## src/rtl/flappy_gfx_pkg.sv

```systemverilog
// Shared graphics constants and types for the pipe sprite path.
package flappy_gfx_pkg;

  localparam int SCALE       = 2;
  localparam int PIPE_SIZE_X = 26 * SCALE;
  localparam int PIPE_SIZE_Y = 120 * SCALE;
  localparam int PIPE_GAP    = 50;
  localparam int NUM_PIPES   = 4;
  localparam int SCREEN_W    = 640;
  localparam int SCREEN_H    = 480;

  typedef enum logic [1:0] {
    S_IDLE   = 2'd0,
    S_SCAN   = 2'd1,
    S_COMMIT = 2'd2
  } sched_state_e;

  typedef struct packed {
    logic       hit;
    logic       top;
    logic [1:0] idx;
    logic       overlap;
  } hit_info_t;

  function automatic logic in_window(input logic signed [31:0] off, input int size);
    return (off >= 0) && (off < size);
  endfunction

endpackage

```

## src/rtl/pipe_hit_calc.sv

```systemverilog
// Per-pipe X window test and sprite row/col for the current pixel.
module pipe_hit_calc
  import flappy_gfx_pkg::*;
(
  input  logic               display_on,
  input  logic signed [31:0] x,
  input  logic signed [31:0] y,
  input  logic signed [31:0] pipe_x,
  input  logic signed [31:0] pipe_y,
  input  logic               btm_en,
  input  logic               top_en,
  output logic               cand,
  output logic               is_top,
  output logic signed [31:0] row,
  output logic signed [31:0] col
);

  logic signed [31:0] x_off;
  logic signed [31:0] btm_off;
  logic signed [31:0] top_off;

  always_comb begin
    x_off   = x - pipe_x;
    btm_off = y - (pipe_y + PIPE_GAP);
    top_off = (pipe_y - PIPE_GAP) - y;
    cand    = display_on && (btm_en || top_en) && in_window(x_off, PIPE_SIZE_X);
    // Top half is the mirrored sprite; bottom wins if both are ever flagged.
    is_top  = top_en && !btm_en;
    row     = is_top ? (top_off / SCALE) : (btm_off / SCALE);
    col     = x_off / SCALE;
  end

endmodule

```

## src/rtl/pipe_sprite_scheduler.sv

```systemverilog
// Shares the pipe sprite ROM between four pipes: per-line schedule in hblank,
// per-pixel fixed-priority arbitration, hit flags aligned to ROM data.
module pipe_sprite_scheduler
  import flappy_gfx_pkg::*;
#(
  parameter int ROM_LATENCY = 1
) (
  input  logic               VGA_clk,
  input  logic               rst,
  input  logic               frame_start,
  input  logic               line_start,
  input  logic signed [31:0] line_y,
  input  logic               display_on,
  input  logic signed [31:0] X,
  input  logic signed [31:0] Y,
  input  logic signed [31:0] pipeX_1,
  input  logic signed [31:0] pipeX_2,
  input  logic signed [31:0] pipeX_3,
  input  logic signed [31:0] pipeX_4,
  input  logic signed [31:0] pipeY_1,
  input  logic signed [31:0] pipeY_2,
  input  logic signed [31:0] pipeY_3,
  input  logic signed [31:0] pipeY_4,
  output logic [31:0]        rom_row,
  output logic [31:0]        rom_col,
  output logic               pipe_hit,
  output logic               pipe_top,
  output logic [1:0]         pipe_idx,
  output logic               overlap,
  output logic               sched_busy,
  output logic [1:0]         sched_state
);

  logic signed [31:0] pipe_x_in [NUM_PIPES];
  logic signed [31:0] pipe_y_in [NUM_PIPES];
  logic signed [31:0] px_q [NUM_PIPES];
  logic signed [31:0] px_d [NUM_PIPES];
  logic signed [31:0] py_q [NUM_PIPES];
  logic signed [31:0] py_d [NUM_PIPES];

  sched_state_e         state_q, state_d;
  logic [1:0]           k_q, k_d;
  logic signed [31:0]   line_y_q, line_y_d;
  logic [NUM_PIPES-1:0] pend_btm_q, pend_btm_d, pend_top_q, pend_top_d;
  logic [NUM_PIPES-1:0] act_btm_q, act_btm_d, act_top_q, act_top_d;
  logic signed [31:0]   scan_py, scan_btm_off, scan_top_off;

  logic [NUM_PIPES-1:0] cand, cand_top;
  logic signed [31:0]   row_k [NUM_PIPES];
  logic signed [31:0]   col_k [NUM_PIPES];
  logic [31:0]          rom_row_q, rom_row_d, rom_col_q, rom_col_d;
  hit_info_t            s1_info;
  hit_info_t            hit_pipe_q [ROM_LATENCY+1];
  hit_info_t            hit_pipe_d [ROM_LATENCY+1];

  assign pipe_x_in[0] = pipeX_1;
  assign pipe_x_in[1] = pipeX_2;
  assign pipe_x_in[2] = pipeX_3;
  assign pipe_x_in[3] = pipeX_4;
  assign pipe_y_in[0] = pipeY_1;
  assign pipe_y_in[1] = pipeY_2;
  assign pipe_y_in[2] = pipeY_3;
  assign pipe_y_in[3] = pipeY_4;

  // Shadows isolate the per-line and per-pixel logic from game-clock updates.
  always_comb begin
    px_d = px_q;
    py_d = py_q;
    if (frame_start) begin
      px_d = pipe_x_in;
      py_d = pipe_y_in;
    end
  end

  always_comb begin
    state_d      = state_q;
    k_d          = k_q;
    line_y_d     = line_y_q;
    pend_btm_d   = pend_btm_q;
    pend_top_d   = pend_top_q;
    act_btm_d    = act_btm_q;
    act_top_d    = act_top_q;
    scan_py      = py_q[k_q];
    scan_btm_off = line_y_q - (scan_py + PIPE_GAP);
    scan_top_off = (scan_py - PIPE_GAP) - line_y_q;
    if (line_start) begin
      // A new line request always restarts the scan; active masks keep serving pixels.
      state_d    = S_SCAN;
      k_d        = 2'd0;
      line_y_d   = line_y;
      pend_btm_d = '0;
      pend_top_d = '0;
    end else begin
      unique case (state_q)
        S_IDLE: ;
        S_SCAN: begin
          pend_btm_d[k_q] = in_window(scan_btm_off, PIPE_SIZE_Y);
          pend_top_d[k_q] = in_window(scan_top_off, PIPE_SIZE_Y);
          k_d             = k_q + 2'd1;
          if (k_q == 2'd3) state_d = S_COMMIT;
        end
        S_COMMIT: begin
          act_btm_d = pend_btm_q;
          act_top_d = pend_top_q;
          state_d   = S_IDLE;
        end
        default: state_d = S_IDLE;
      endcase
    end
  end

  for (genvar g = 0; g < NUM_PIPES; g++) begin : g_calc
    pipe_hit_calc u_calc (
      .display_on (display_on),
      .x          (X),
      .y          (Y),
      .pipe_x     (px_q[g]),
      .pipe_y     (py_q[g]),
      .btm_en     (act_btm_q[g]),
      .top_en     (act_top_q[g]),
      .cand       (cand[g]),
      .is_top     (cand_top[g]),
      .row        (row_k[g]),
      .col        (col_k[g])
    );
  end

  // Descending scan so the lowest-index candidate is written last and wins.
  always_comb begin
    rom_row_d = rom_row_q;
    rom_col_d = rom_col_q;
    s1_info   = '0;
    for (int i = NUM_PIPES - 1; i >= 0; i--) begin
      if (cand[i]) begin
        s1_info.hit = 1'b1;
        s1_info.top = cand_top[i];
        s1_info.idx = 2'(i);
        rom_row_d   = $unsigned(row_k[i]);
        rom_col_d   = $unsigned(col_k[i]);
      end
    end
    s1_info.overlap = ($countones(cand) > 1);
    hit_pipe_d[0]   = s1_info;
    for (int i = 1; i <= ROM_LATENCY; i++) hit_pipe_d[i] = hit_pipe_q[i-1];
  end

  always_ff @(posedge VGA_clk or posedge rst) begin
    if (rst) begin
      for (int i = 0; i < NUM_PIPES; i++) begin
        px_q[i] <= '0;
        py_q[i] <= '0;
      end
      state_q    <= S_IDLE;
      k_q        <= '0;
      line_y_q   <= '0;
      pend_btm_q <= '0;
      pend_top_q <= '0;
      act_btm_q  <= '0;
      act_top_q  <= '0;
      rom_row_q  <= '0;
      rom_col_q  <= '0;
      for (int i = 0; i <= ROM_LATENCY; i++) hit_pipe_q[i] <= '0;
    end else begin
      px_q       <= px_d;
      py_q       <= py_d;
      state_q    <= state_d;
      k_q        <= k_d;
      line_y_q   <= line_y_d;
      pend_btm_q <= pend_btm_d;
      pend_top_q <= pend_top_d;
      act_btm_q  <= act_btm_d;
      act_top_q  <= act_top_d;
      rom_row_q  <= rom_row_d;
      rom_col_q  <= rom_col_d;
      hit_pipe_q <= hit_pipe_d;
    end
  end

  assign rom_row     = rom_row_q;
  assign rom_col     = rom_col_q;
  assign pipe_hit    = hit_pipe_q[ROM_LATENCY].hit;
  assign pipe_top    = hit_pipe_q[ROM_LATENCY].top;
  assign pipe_idx    = hit_pipe_q[ROM_LATENCY].idx;
  assign overlap     = hit_pipe_q[ROM_LATENCY].overlap;
  assign sched_busy  = (state_q == S_SCAN) || (state_q == S_COMMIT);
  assign sched_state = state_q;

endmodule

```

## config.mk

```make
export PLATFORM = sky130hd
export DESIGN_NAME = pipe_sprite_scheduler
export DESIGN_NICKNAME = d
export VERILOG_FILES = /design/src/rtl/flappy_gfx_pkg.sv /design/src/rtl/pipe_hit_calc.sv /design/src/rtl/pipe_sprite_scheduler.sv
export SDC_FILE = /design/constraint.sdc
export NUM_CORES = 2
export LEC_CHECK = 0
export ABC_AREA = 1
export CAP_MARGIN = 0
export CORE_MARGIN = 5
export CORE_UTILIZATION = 45
export CTS_CLUSTER_SIZE = 28
export DETAILED_ROUTE_END_ITERATION = 7
export SKIP_CTS_REPAIR_TIMING = 1
export SLEW_MARGIN = 20
export SYNTH_ARGS = -nofsm -noshare
export SYNTH_HDL_FRONTEND = slang
export SYNTH_HIERARCHICAL = 1
export SYNTH_SLANG_ARGS = --single-unit
```

## constraint.sdc

```tcl
create_clock -name VGA_clk -period 16.2 [get_ports VGA_clk]
set_clock_uncertainty 0.05 [all_clocks]
set_input_delay 3.24 -clock VGA_clk [delete_from_list [all_inputs] [get_ports VGA_clk]]
set_output_delay 3.24 -clock VGA_clk [all_outputs]
set_load 0.005 [all_outputs]
```

==> metrics.md <==
| Metric | Value |
|---|---|
| DRT iter0 DRCs | 8,571 |
| Initial antenna violation count | 27 |
| Final-report hold violation count | 0 |
| Pin count of the biggest net entering global routing | 94 |
| WP data arrival | 9710 ps |
| # DRC | 0 |
| Syn. warnings | 6 |
| Slew Limit Fails | 0 |
| P per Cell Area | 105 nW/um^2 |
| Relative slew slack | 11.2% |
| IO Count | 429 |
| CTS Buf Count | 51 |
| Register bit total from synthesis | 382 |
| Ratio of cells with drive above 1 in the final layout | under 10% |
| Hold WC Path Type | flip-flop to flip-flop |
| Post-Layout Cell Count | 14.4k |
| Setup Crit Path Kind | primary input to flip-flop |
| Max IR drop VDD | 0.0959 mV |
| Unrepaired setup endpoints after global routing | no |
| Internal power | 3.43 mW |
| Routed wire length | 335,000 um |
| Tmin final | 9270 ps |
| Vias in the first global route | roughly 75k |
| Nets | 13.5k |
| Core Rows | 144 |
| Critical Path RT | approximately 17,000 ps |
| Dpl cells | approximately 14k |
| CP Depth | 31 |
| Util after Layout | 50.7% |
| Critical path endpoint category | flip-flop |
| Placer Congestion | 1.10 |
| Status | finished clean |
| Port Buffers | 428 |
| Transition time of the tightest slew-check pin | 1330 ps |
| R2R Setup Slk | 9990 ps |
| Max Cap Violations | 0 |
| Starting Density | between 40% and 50% |
| Most common cell after layout, fill and taps aside | nand2_1 |
| Area of the mapped netlist | 69,400 sq um |
| Vias | 80.1k |
| Largest stage delay, worst path | between 900 and 1000 ps |
| Comb power frac | a little over two thirds |
| Root buf cell | clkbuf_16 |
| Leak Pwr | about 42 nW |
| CP bufs+invs | 6 |
| Seq pwr share | 14.0% |
| Worst path slowest cell | clkdlybuf4s50_1 |
| Fmax | 0.108 GHz |
| Clock power frac | 15.3% |
| Commonest cells after routing, fill and taps aside | nand2_1, inv_1, nor2_1, nand3_1, ha_1 |
| Post-route ant nets | 0 |
| Most common cell on crit path | nand2_1 |
| HPWL Detailed | just under 300,000 um |
| Setup violators final | 0 |
| Worst hold stages | 0 |
| R2r worst-path depth | 29 |
| Fin worst setup slack | 6930 ps |
| H-Tree Depth | 2 |
| CTS clk-pin slew, worst paths | 70 ps |
| TritonRoute pass-1 iters | 7 |
| Dpl ws | 6460 ps |
| Net Sw Frac | 58.1% |
| DR vias/cell | 5.54 |
| NetSw | approximately 4.8 mW |
| Library cells used by synthesis | 68 |
| Die Ht | 403 um |
| GRT overflow | 0 |
| Cell family with most CP delay | simple AND/OR/NAND/NOR gates |
| Avg Cell Area, Syn | 5.80 sq um |
| CP startpoint kind | primary input |
| Tcrit/Tclk final | 57.2% |
| Area Growth Syn to Fin | 12.3% |
| Setup TNS | 0 ps |
| Worst-Skew Late Latency | 690 ps |
| First-pass GRT wire length | 481,000 um |
| Wire per inst | between 20 and 25 um |
| Core region area | between 150,000 and 200,000 sq um |
| CTS tree | built |
| Die ar. | around 160,000 sq um |
| CTS sink cnt | 382 |
| Clk buf depth | 3 |
| Register area share after synthesis | 13.8% |
| Post-Syn Instances | 12.0k |
| Mapped Nets | 13.1k |
| Die Wd | 403 um |
| All-Layer GR Usage | between 30% and 40% |
| CP max FO | 8 |
-- through the flow --
| step | instance area [sq um] | power, mW | hold WS (ps) |
|---|---|---|---|
| final | 77900 | 8.20 | 298 |
| after detailed placement | 76100 | 6.75 | 290 |
| after global placement | 76100 | 6.71 | 286 |
| after global routing | 77900 | 8.75 | 311 |
| after CTS | 77800 | 8.03 | 299 |
| after floorplan | 69400 | 4.90 | 281 |
-- kinds of logic after synthesis --
kind of cell	count (synthesis)	synth area share, %
buf+inv	2604	14.1
fa+ha+maj	761	13.9
compound gates	1077	8.83
mux	231	3.75
xor+xnor	190	2.69
flops	382	13.8
simple gates	6715	43.0
-- final cells by class --
| class | count | area [sq um] |
|---|---|---|
| Antenna cell | 9 | 22.5 |
| Fill cell | 16400 | 75800 |
| Tap cell | 2044 | 2560 |
| Timing Repair Buffer | 480 | 4680 |
| Clock inverter | 26 | 335 |
| Sequential cell | 382 | 9560 |
| Inverter | 2459 | 9240 |
| Clock buffer | 68 | 1450 |
| Multi-Input combinational cell | 8974 | 50100 |
-- per-layer routing --
layer | part of all wire, % | GRT usage [%]
met5 | 0.039 | 0
met4 | 8.5 | 26.5
met3 | 10 | 9.82
met2 | 40 | 58.5
met1 | 41 | 50.7
-- final timing paths --
path / from / end
max: Y[1] / rom_row[26]
min: hit_pipe_d[2] / pipe_idx[1]
max reg2reg: py_q[1] / rom_row[26]
min reg2reg: hit_pipe_d[2] / pipe_idx[1]
max in group asynchronous: rst / py_q[109]
min in group asynchronous: rst / line_y_q[29]
-- flip-flops by register name, summed over array words and instances (netlist names), 5 cells and up --
name        count
line_y_q       32
py_q          128
hit_pipe_d      5
rom_col        32
rom_row        32
px_q          128
-- power groups by stage --
stage               sequential, mW  clock (mW)  combinational (mW)
global placement              1.16           0                5.55
floorplan                     1.08           0                3.81
global route                  1.15        1.30                6.30
finish                        1.15        1.25                5.79
CTS                           1.14        1.27                5.62
detailed placement            1.16           0                5.59
-- Yosys cell counts, drive strengths merged --
cell type,count,share of area (%)
inv,2453,13
a41oi,64,0.81
o21a,27,0.29
and2,24,0.22
nand2,3796,21
o2bb2ai,1,0.013
nand3b,123,1.3
dfrtp,382,14
a21o,16,0.17
mux2,231,3.7
nor2,1471,9.2
or2,15,0.14
nor3,150,1.4
nor2b,3,0.027
o211a,2,0.029
nor4,12,0.11
o32ai,3,0.038
fa,13,0.38
o22ai,12,0.11
a31oi,7,0.063
xnor2,72,1.0
clkinv,6,0.032
ha,748,13
a21oi,471,3.4
a21boi,12,0.14
o31ai,10,0.11
clkbuf,127,0.70
nand3,832,6.5
xor2,118,1.7
o21ai,383,2.8
o21bai,29,0.33
a32oi,33,0.42
a32o,4,0.058
nor3b,8,0.13
nand4,276,2.6
and3,5,0.045
o211ai,3,0.032
buf,18,0.12
(Power assumes the default switching activity.)
